## src/rtl/hall_commutator.sv

```systemverilog
// Six-step BLDC commutator: synchronised, filtered hall decode driving
// three half-bridges with dead time, fault latching and stall detection.
module hall_commutator #(
    parameter int DEADTIME      = 64,
    parameter int FILTER        = 16,
    parameter int STALL_TIMEOUT = 16_000_000
) (
    input  logic       clk,
    input  logic       reset_n,
    input  logic       enable,
    input  logic       dir,
    input  logic       pwm_in,
    input  logic [2:0] hall,
    input  logic       fault_n,
    input  logic       clear_fault,
    output logic       inha,
    output logic       inla,
    output logic       inhb,
    output logic       inlb,
    output logic       inhc,
    output logic       inlc,
    output logic [2:0] sector,
    output logic       step_pulse,
    output logic       step_fwd,
    output logic       stalled,
    output logic       fault_latched
);

    localparam logic [7:0]  FMAX    = 8'(FILTER);
    localparam logic [15:0] DT_LOAD = 16'(DEADTIME - 1);
    localparam logic [31:0] ST_MAX  = 32'(STALL_TIMEOUT);

    typedef enum logic [1:0] {
        S_IDLE,
        S_DEAD,
        S_DRIVE,
        S_FAULT
    } state_t;

    function automatic logic [2:0] decode(input logic [2:0] h);
        case (h)
            3'b101:  decode = 3'd0;
            3'b100:  decode = 3'd1;
            3'b110:  decode = 3'd2;
            3'b010:  decode = 3'd3;
            3'b011:  decode = 3'd4;
            3'b001:  decode = 3'd5;
            default: decode = 3'd7;
        endcase
    endfunction

    logic [2:0]  hs1_q, hs2_q, last_q;
    logic        fs1_q, fs2_q;
    logic [7:0]  fcnt_q, fcnt_d;
    logic [2:0]  sector_q, sector_d, new_sec, sec_inc;
    logic        pulse_q, pulse_d, fwd_q, fwd_d;
    logic        acq_q, accept;

    state_t      state_q;
    logic [15:0] dt_q;
    logic [31:0] stall_q;
    logic [2:0]  gh_q, gl_q;
    logic [2:0]  drv_sec_q;
    logic        drv_dir_q;
    logic [2:0]  hi_oh, lo_oh, pat_h, pat_l;
    logic        fault_now;

    always_comb begin
        new_sec  = decode(hs2_q);
        sec_inc  = (sector_q == 3'd5) ? 3'd0 : sector_q + 3'd1;
        fcnt_d   = 8'd1;
        if (hs2_q == last_q)
            fcnt_d = (fcnt_q == FMAX) ? fcnt_q : fcnt_q + 8'd1;
        accept   = (fcnt_d == FMAX);
        sector_d = accept ? new_sec : sector_q;
        pulse_d  = accept && (new_sec != 3'd7) && (sector_q != 3'd7)
                   && (new_sec != sector_q);
        fwd_d    = pulse_d && (new_sec == sec_inc);
    end

    // Fault synchroniser resets to the inactive level so reset alone
    // does not latch a fault.
    always_ff @(posedge clk or negedge reset_n) begin
        if (!reset_n) begin
            hs1_q    <= '0;
            hs2_q    <= '0;
            fs1_q    <= 1'b1;
            fs2_q    <= 1'b1;
            last_q   <= '0;
            fcnt_q   <= '0;
            sector_q <= 3'd7;
            pulse_q  <= 1'b0;
            fwd_q    <= 1'b0;
            acq_q    <= 1'b0;
        end else begin
            hs1_q    <= hall;
            hs2_q    <= hs1_q;
            fs1_q    <= fault_n;
            fs2_q    <= fs1_q;
            last_q   <= hs2_q;
            fcnt_q   <= fcnt_d;
            sector_q <= sector_d;
            pulse_q  <= pulse_d;
            fwd_q    <= fwd_d;
            acq_q    <= acq_q | (accept && (new_sec != 3'd7));
        end
    end

    // One-hot phase select, bit order {C,B,A}.
    always_comb begin
        hi_oh = '0;
        lo_oh = '0;
        case (sector_q)
            3'd0: begin hi_oh = 3'b100; lo_oh = 3'b010; end
            3'd1: begin hi_oh = 3'b001; lo_oh = 3'b010; end
            3'd2: begin hi_oh = 3'b001; lo_oh = 3'b100; end
            3'd3: begin hi_oh = 3'b010; lo_oh = 3'b100; end
            3'd4: begin hi_oh = 3'b010; lo_oh = 3'b001; end
            3'd5: begin hi_oh = 3'b100; lo_oh = 3'b001; end
            default: ;
        endcase
        pat_h = (dir ? hi_oh : lo_oh) & {3{pwm_in}};
        pat_l = dir ? lo_oh : hi_oh;
    end

    // An invalid sector only counts once a valid code has been accepted,
    // so the power-up value of 7 does not trip the fault path.
    assign fault_now = !fs2_q || (enable && acq_q && (sector_q == 3'd7));

    always_ff @(posedge clk or negedge reset_n) begin
        if (!reset_n) begin
            state_q   <= S_IDLE;
            dt_q      <= '0;
            stall_q   <= '0;
            gh_q      <= '0;
            gl_q      <= '0;
            drv_sec_q <= 3'd7;
            drv_dir_q <= 1'b0;
        end else begin
            gh_q    <= '0;
            gl_q    <= '0;
            stall_q <= '0;
            unique case (state_q)
                S_IDLE: begin
                    if (fault_now) begin
                        state_q <= S_FAULT;
                    end else if (enable && sector_q != 3'd7) begin
                        state_q <= S_DEAD;
                        dt_q    <= DT_LOAD;
                    end
                end
                S_DEAD: begin
                    if (fault_now) begin
                        state_q <= S_FAULT;
                    end else if (!enable) begin
                        state_q <= S_IDLE;
                    end else if (dt_q == '0) begin
                        state_q   <= S_DRIVE;
                        gh_q      <= pat_h;
                        gl_q      <= pat_l;
                        drv_sec_q <= sector_q;
                        drv_dir_q <= dir;
                    end else begin
                        dt_q <= dt_q - 16'd1;
                    end
                end
                S_DRIVE: begin
                    if (fault_now) begin
                        state_q <= S_FAULT;
                    end else if (!enable) begin
                        state_q <= S_IDLE;
                    end else if (sector_q != drv_sec_q || dir != drv_dir_q) begin
                        state_q <= S_DEAD;
                        dt_q    <= DT_LOAD;
                    end else begin
                        gh_q <= pat_h;
                        gl_q <= pat_l;
                        if (pulse_q)
                            stall_q <= '0;
                        else if (stall_q != ST_MAX)
                            stall_q <= stall_q + 32'd1;
                        else
                            stall_q <= stall_q;
                    end
                end
                S_FAULT: begin
                    if (clear_fault && fs2_q && sector_q != 3'd7)
                        state_q <= S_IDLE;
                end
            endcase
        end
    end

    assign inha          = gh_q[0];
    assign inhb          = gh_q[1];
    assign inhc          = gh_q[2];
    assign inla          = gl_q[0];
    assign inlb          = gl_q[1];
    assign inlc          = gl_q[2];
    assign sector        = sector_q;
    assign step_pulse    = pulse_q;
    assign step_fwd      = fwd_q;
    assign stalled       = (stall_q == ST_MAX);
    assign fault_latched = (state_q == S_FAULT);

endmodule

```

## config.mk

```make
export PLATFORM = sky130hd
export DESIGN_NAME = hall_commutator
export DESIGN_NICKNAME = d
export VERILOG_FILES = /design/src/rtl/hall_commutator.sv
export SDC_FILE = /design/constraint.sdc
export NUM_CORES = 1
export LEC_CHECK = 0
export ABC_AREA = 1
export BUFFER_PORTS_ARGS = -buffer_cell sky130_fd_sc_hd__buf_2
export CELL_PAD_IN_SITES_DETAIL_PLACEMENT = 1
export CELL_PAD_IN_SITES_GLOBAL_PLACEMENT = 1
export CORE_ASPECT_RATIO = 1.75
export CORE_MARGIN = 10
export CORE_UTILIZATION = 25
export DETAILED_ROUTE_END_ITERATION = 7
export PLACE_DENSITY_LB_ADDON = 0.2
export SYNTH_ARGS = -nofsm -noshare
export SYNTH_HDL_FRONTEND = slang
export SYNTH_SLANG_ARGS = --single-unit
```

## constraint.sdc

```tcl
create_clock -name clk -period 3.7 [get_ports clk]
set_clock_uncertainty 0.2 [all_clocks]
set_input_delay 0.37 -clock clk [delete_from_list [all_inputs] [get_ports clk]]
set_output_delay 0.37 -clock clk [all_outputs]
set_load 0.01 [all_outputs]
```

==> impl_results.md, run 1 <==
- Area fraction in compound gates after synthesis: 5.90%
- Max-slew headroom: about 29%
- Fraction of final layout cells sized beyond drive strength 1: under 10%
- Clk pin slew, worst setup/hold paths: ~0.07 ns
- Initial antenna violation count: 0
- Number of placed I/O pins: 23
- Dominant synthesized flop cell: sky130_fd_sc_hd__dfrtp_1
- Category of the critical setup timing path: reg2reg
- Antenna Cells: 0
- Initial drt markers: between 90 and 100
- Global Route met2 Usage: 22.4%
- Initial Util: approximately 26%
- Number of global-route vias before repair: roughly 4900
- Synthesis-stage register bit count: 85
- Chip width: about 130 um
- Net load switching power: 0.000903 W
- Total of endpoints with negative setup slack in the final report: 0
- IR drop worst, VDD: ~0.00020 V
- Area of placed instances: 5260 um2
- Largest family of logic cells by synthesized area: simple AND/OR/NAND/NOR gates
- RSZ-0062 raised after global routing: false
- Number of buffers on the longest clock path: 2
- Commonest non-fill, non-tap cells in the layout: sky130_fd_sc_hd__nand2_1, sky130_fd_sc_hd__nor2_1, sky130_fd_sc_hd__inv_1
- Buffers inserted by post-CTS timing repair: 0
- Estimated wirelength of the detail-placed design: 10.9 mm
- Proportion of synthesized flip-flops having asynchronous set or reset: between 90% and 100%
- Final core utilization: 29.3%
- TritonCTS clock tree: done
- Final critical delay including setup and external delays: 3.13 ns
- Simple-gate portion of the synthesized area: 34.3%
- Seq pwr share: 39.1%
- Residual DRC count: 0
- Global route total overflow: 0
- Net count reported at finish: 724
- Wirelength, routed: 14.0 mm
- Number of buffers added by the clock tree synthesis step: 9
- Upper clock frequency limit: ~0.32 GHz
- Number of max-slew violations in the final report: 0
- Deepest level of the CTS H-tree: 3
- Number of sinks on the clock net: 85
- Maximum Capacitance Violations: 0
- Number of buffers added on ports: 22
- Switching part of the total power: 33.0%
- Die area: between 20000 and 30000 um2
- Mapped Avg Cell Area: 7.29 um2
- Remaining antenna violation count: 0
- Total routing resource utilization after global routing: 11.2%
- Cell Rows: 67
- Die outline height: 205 um
- Period Utilization, post-route: 84.5%
- Met3 routing resource usage after global routing: 1.57%
- Total power draw: about 0.0027 W
- Sequential share of the synthesized area: between 40% and 50%
- Final cell area excluding filler cells: 5630 um2
- Hold Path Class: in2async
- Post-synthesis instance total: ~670
- Routability Congestion: 0.840
- Areal power density over the cells: ~500 nW/um2
- Cell-internal power: 0.00183 W
- Number of distinct library cells after synthesis: 35
- Smallest hold slack: -0.00969 ns
- Netlist area before placement: roughly 4900 um2
- Combinational share of power: 23.6%
- Worst-path maximum fanout: 20
- Met1 usage: 11.1%
- Core area: 19200 um2
- Master cell of the clock root buffer: sky130_fd_sc_hd__clkbuf_16
- Most Crowded Layer GR: met2
- Resized cells post-CTS: 0
- Violated checks: negative hold slack
- Sort of element at the start of the critical path: flop
- Commonest non-fill, non-tap cell in the layout: sky130_fd_sc_hd__nand2_1
- Count of warnings emitted by yosys: 0
- Clock network power share: 37.3%
- Vias: roughly 4400
- Multiplexer area fraction after synthesis: 0%
- TritonRoute pass-1 iters: 4
- Final total negative setup slack: 0 ns
- Count of flip-flops with a built-in enable after synthesis: 0
- Post-synthesis to final-layout area growth: 14.8%
- Worst slew pin tran: ~1.1 ns
- Data arrival, critical path: 3.17 ns
- Required time of the worst setup path: 3.74 ns
- Wire length of the first global-routing pass: 23.9 mm
- Vias/cell: 4.64
- Leakage power total: between 2 and 3 nW
- Hold bufs inserted after CTS: 4
- Run status: finished with violations
- Number of nets in the synthesized netlist: 695
- Largest net degree at the start of global routing: 79
- Parity-gate share of the synthesized area counting xor and xnor cells: 4.65%
- Number of hold violations in the final report: 2
- Adder and majority gate portion of the synthesized area: 3.32%
- Clock insertion delay at the later pin of the skew report: 0.34 ns
- Type of destination of the critical path: flop
- Average routed wire per standard cell: 14.8 um
[per-layer routing]
metal | routed length [um] | up-vias | part of all wire (%)
met4 | 300 | 0 | 2.1
li1 | - | 2183 | -
met3 | 233 | 18 | 1.7
met1 | 5480 | 2152 | 39
met5 | 0 | - | 0
met2 | 8010 | 38 | 57
[area by class of cell]
cell class,count,area (um2)
Inverter,88,330
Fill cell,2329,13600
Tap cell,241,302
Clock buffer,12,256
Multi-Input combinational cell,488,2360
Timing Repair Buffer,29,175
Sequential cell,85,2140
Clock inverter,4,70.1
[Yosys cell counts, types with 8 or more instances]
master,count,area (um2)
sky130_fd_sc_hd__nand2_1,177,664
sky130_fd_sc_hd__nor2_1,110,413
sky130_fd_sc_hd__inv_1,86,323
sky130_fd_sc_hd__dfrtp_1,77,1930
sky130_fd_sc_hd__nand3_1,52,260
sky130_fd_sc_hd__o21ai_0,32,160
sky130_fd_sc_hd__xor2_1,21,184
sky130_fd_sc_hd__nor3_1,20,100
sky130_fd_sc_hd__nand4_1,17,106
sky130_fd_sc_hd__a21oi_1,16,80.1
sky130_fd_sc_hd__ha_1,13,163
sky130_fd_sc_hd__dfstp_2,8,210
[worst max-delay path, cell delays in order (launching register included)]
cell and delay [ns]:
sky130_fd_sc_hd__dfstp_2 0.41, sky130_fd_sc_hd__nand2_1 0.11, sky130_fd_sc_hd__inv_1 0.07, sky130_fd_sc_hd__ha_1 0.22
sky130_fd_sc_hd__nand3_1 0.09, sky130_fd_sc_hd__nand2_1 0.09, sky130_fd_sc_hd__inv_1 0.09, sky130_fd_sc_hd__nand2_1 0.06
sky130_fd_sc_hd__inv_1 0.12, sky130_fd_sc_hd__nand3_2 0.13, sky130_fd_sc_hd__nor2_2 0.72, sky130_fd_sc_hd__inv_1 0.47
sky130_fd_sc_hd__nor3_1 0.25
[stage by stage]
stage | instances | worst slack (ns)
floorplan | 672 | 1.53
global placement | 927 | 0.641
finish | 947 | 0.572
global route | 947 | 0.229
detailed placement | 927 | 0.504
CTS | 947 | 0.499
[path summary, 6_finish.rpt]
kind / from / end / slack (ns) / cells past startpoint
worst max-delay path: sector[1]$_DFFE_PN1N_ / stall_q[6]$_DFFE_PN0P_ / 0.57 / 12
worst min-delay path: reset_n / stall_q[17]$_DFFE_PN0P_ / -0.01 / 1
worst max register to register: sector[1]$_DFFE_PN1N_ / stall_q[6]$_DFFE_PN0P_ / 0.57 / 12
worst min register to register: fs1_q$_DFF_PN1_ / fs2_q$_DFF_PN1_ / 0.16 / 0
max in group asynchronous: reset_n / stall_q[24]$_DFFE_PN0P_ / 2.56 / 2
min in group clk: pwm_in / gh_q[1]$_DFF_PN0_ / 0.14 / 3
[power groups by stage]
stage                     logic, W  clock network (W)  registers (W)
final                     0.000645            0.00102        0.00107
after global routing      0.000755            0.00108        0.00108
after CTS                 0.000669            0.00105        0.00107
after detailed placement  0.000661                  0        0.00109
after global placement    0.000640                  0        0.00108
after floorplan           0.000476                  0        0.00107
[flip-flops by register name (all words and copies together), names as in the netlist, 2 cells and up]
signal and cells:
sector 3, fcnt_q 8, gl_q 3, hs2_q 3, dt_q 16, state_q 2, last_q 3, gh_q 3
stall_q 32, hs1_q 3, drv_sec_q 3
[logic make-up after synthesis]
family                   after synthesis
AND/OR/NAND/NOR                      394
adder cells (fa/ha/maj)               13
flip-flops                            85
AO/OA/AOI/OAI                         55
XOR/XNOR                              26
buffers and inverters                 99
Power figures use the tool's default switching activity.
==> inputs of run 2 (changes only) <==
--- a/config.mk
+++ b/config.mk
@@ -5,7 +5,7 @@
 export SDC_FILE = /design/constraint.sdc
 export NUM_CORES = 1
 export LEC_CHECK = 0
-export ABC_AREA = 1
+export ABC_AREA = 0
 export BUFFER_PORTS_ARGS = -buffer_cell sky130_fd_sc_hd__buf_2
 export CELL_PAD_IN_SITES_DETAIL_PLACEMENT = 1
 export CELL_PAD_IN_SITES_GLOBAL_PLACEMENT = 1
==> constraint.sdc (replaced) <==
create_clock -name clk -period 2.76 [get_ports clk]
set_clock_uncertainty 0.2 [all_clocks]
set_input_delay 0.276 -clock clk [delete_from_list [all_inputs] [get_ports clk]]
set_output_delay 0.276 -clock clk [all_outputs]
set_load 0.01 [all_outputs]
==> impl_results.md, run 2 <==
- Post-synthesis instance total: 478
- Deepest level of the CTS H-tree: 3
- Initial Util: about a quarter
- Leakage power total: 2.23 nW
- Areal power density over the cells: 570 nW/um2
- Average routed wire per standard cell: 15.6 um
- Wirelength, routed: roughly 12 mm
- Adder and majority gate portion of the synthesized area: between 3 and 4%
- TritonCTS clock tree: done
- Total of endpoints with negative setup slack in the final report: 0
- Number of placed I/O pins: 23
- Number of buffers on the longest clock path: 2
- Category of the critical setup timing path: reg2reg
- Initial drt markers: 208
- Sequential share of the synthesized area: 46.4%
- Worst slew pin tran: 0.578 ns
- Vias/cell: 4.88
- Final critical delay including setup and external delays: 2.65 ns
- Vias: ~3700
- Max-slew headroom: 60.9%
- Most common cell type on the critical path: sky130_fd_sc_hd__or4_4
- Global route total overflow: 0
- Initial antenna violation count: 0
- Total power draw: ~0.0031 W
- CP cell instances: or4_4, or4_4, nor4_4, mux2_2
- Mapped Avg Cell Area: 9.65 um2
- Highest-delay cell along the critical path: sky130_fd_sc_hd__or4_4
- Simple-gate portion of the synthesized area: ~24%
- Commonest non-fill, non-tap cells in the layout: sky130_fd_sc_hd__dfrtp_1, sky130_fd_sc_hd__nor2_1, sky130_fd_sc_hd__nand2_1
- Number of nets in the synthesized netlist: between 500 and 600
- Total routing resource utilization after global routing: approximately a tenth
- Number of global-route vias before repair: slightly above 4000
- Number of distinct library cells after synthesis: a little under 60
- Period Utilization, post-route: 95.8%
- Area fraction in compound gates after synthesis: 11.1%
- Smallest hold slack: 0.154 ns
- Remaining antenna violation count: 0
- Cells taking the most area after synthesis: sky130_fd_sc_hd__dfrtp_1, sky130_fd_sc_hd__nor2_1, sky130_fd_sc_hd__xor2_1
- Largest family of logic cells by synthesized area: simple AND/OR/NAND/NOR gates
- Worst-path maximum fanout: 6
- Top reg by flops: stall_q
- Antenna Cells: 0
- Number of sinks on the clock net: 85
- Critical Path Max Stage Delay: 0.60 ns
- Post-synthesis to final-layout area growth: 19.3%
- Chip width: 123 um
- Count of warnings emitted by yosys: 0
- Master cell of the clock root buffer: sky130_fd_sc_hd__clkbuf_16
- Largest net degree at the start of global routing: 86
- Upper clock frequency limit: around 0.38 GHz
- Place WS: 0.00959 ns
- PnR worst setup slack: between 0.1 and 0.15 ns
- IR drop worst, VDD: 0.000262 V
- Top cell types by occurrence after synthesis: sky130_fd_sc_hd__dfrtp_1, sky130_fd_sc_hd__nor2_1, sky130_fd_sc_hd__nand2_1
- Final core utilization: a little under a third
- Hold Path Class: reg2reg
- TritonRoute pass-1 iters: 4
- Biggest area consumer among synthesized cells: sky130_fd_sc_hd__dfrtp_1
- Fraction of final layout cells sized beyond drive strength 1: 17.5%
- Top Registers: stall_q: 32 flops, dt_q: 16 flops, fcnt_q: 8 flops
- Number of hold violations in the final report: 0
- Multiplexer area fraction after synthesis: 2.61%
- Proportion of netlist area held by the largest area contributor: 41.8%
- Estimated wirelength of the detail-placed design: just under 9 mm
- Dominant synthesized flop cell: sky130_fd_sc_hd__dfrtp_1
- Parity-gate share of the synthesized area counting xor and xnor cells: a little under a tenth
- Cell Rows: 65
- Type of destination of the critical path: flop
- Clock insertion delay at the later pin of the skew report: 0.34 ns
- Netlist area before placement: 4610 um2
- Number of max-slew violations in the final report: 0
- Number of buffers added by the clock tree synthesis step: 9
- Number of buffers added on ports: 22
- Required time of the worst setup path: 2.78 ns
- Clk pin slew, worst setup/hold paths: approximately 0.060 ns
- Die outline height: 200 um
- Sort of element at the start of the critical path: flop
- Commonest non-fill, non-tap cell in the layout: sky130_fd_sc_hd__dfrtp_1
- Most used standard cell by instance count after synthesis: sky130_fd_sc_hd__dfrtp_1
- Routability Congestion: 0.777
- Number of flip-flops in the largest register: 32
- Count of fill cells added during filler insertion: 2122
- Run status: completed
- Synthesis-stage register bit count: 85
- Wire length of the first global-routing pass: around 20 mm
- Core area: 18100 um2
- Maximum Capacitance Violations: 0
- Residual DRC count: 0
- Die area: 24500 um2
- Proportion of synthesized flip-flops having asynchronous set or reset: 100%
- Data arrival, critical path: 2.67 ns
- Count of flip-flops with a built-in enable after synthesis: 0
- Net count reported at finish: 548
[run 2: layout make-up]
type                       instances  area [um2]  area share (%)
clock buffer                      13         260            4.73
clock inverter                     3        20.0           0.364
inverter                          17        63.8            1.16
multi-input combinational        360        2360            42.9
sequential                        85        2140            38.9
tap                              234         293            5.32
timing repair buffer              52         365            6.64
[run 2: critical path, delay by kind of cell (launching register included)]
| kind | cells | cell delay [ns] |
|---|---|---|
| AND/OR/NAND/NOR | 3 | 1.50 |
| multiplexers | 1 | 0.38 |
| flip-flops | 1 | 0.44 |
[run 2: per-layer routing]
layer	vias to the layer above	routed length, um	GRT usage, %
met5	-	0	0
met3	14	229	1.55
li1	1796	-	-
met1	1887	4670	10.8
met4	0	253	4.69
met2	28	6780	19.5
[run 2: final timing paths]
kind	slack (ns)	to	startpoint	depth (start not counted)
hold / removal	0.15	hs2_q[2]$_DFF_PN0_	hs1_q[2]$_DFF_PN0_	0
setup / recovery	0.11	drv_dir_q$_DFFE_PN0P_	dt_q[6]$_DFFE_PN0P_	4
hold reg to reg	0.15	hs2_q[2]$_DFF_PN0_	hs1_q[2]$_DFF_PN0_	0
min in group asynchronous	0.28	stall_q[2]$_DFFE_PN0P_	reset_n	3
max in group asynchronous	1.65	fs2_q$_DFF_PN1_	reset_n	3
setup reg to reg	0.11	drv_dir_q$_DFFE_PN0P_	dt_q[6]$_DFFE_PN0P_	4
[run 2: through the flow]
stage	setup TNS, ns	cell area (um2)	cells
5_1_grt	-0.0183	5500	764
3_5_place_dp	0	5140	741
2_1_floorplan	0	4620	478
6_report	0	5500	764
4_1_cts	0	5480	763
3_3_place_gp	0	5140	741
[run 2: logic make-up (layout without fill, tap and decap cells)]
logic type,after synthesis,count (layout)
buffers and inverters,33,85
xor gates and xnor gates,48,48
and+or+nand+nor,210,210
adders and majority gates,13,13
muxes,11,11
AOI/OAI and AO/OA,78,78
DFF,85,85
[run 2: where the power goes]
part / internal [W] / total [W] / switching, W
Clock: 0.000659 / 0.00115 / 0.000495
Combinational: 0.000246 / 0.000659 / 0.000412
Sequential: 0.00129 / 0.00132 / 0.0000338
Total: 0.00220 / 0.00314 / 0.000941
[run 2: repair_timing]
item / CTS / global route
endpoints found under the hold margin: 84 / 0
hold buffers: 6 / 0
gates resized for setup: 0 / 3
setup buffers: 0 / 1
endpoints found under the setup margin: 0 / 12
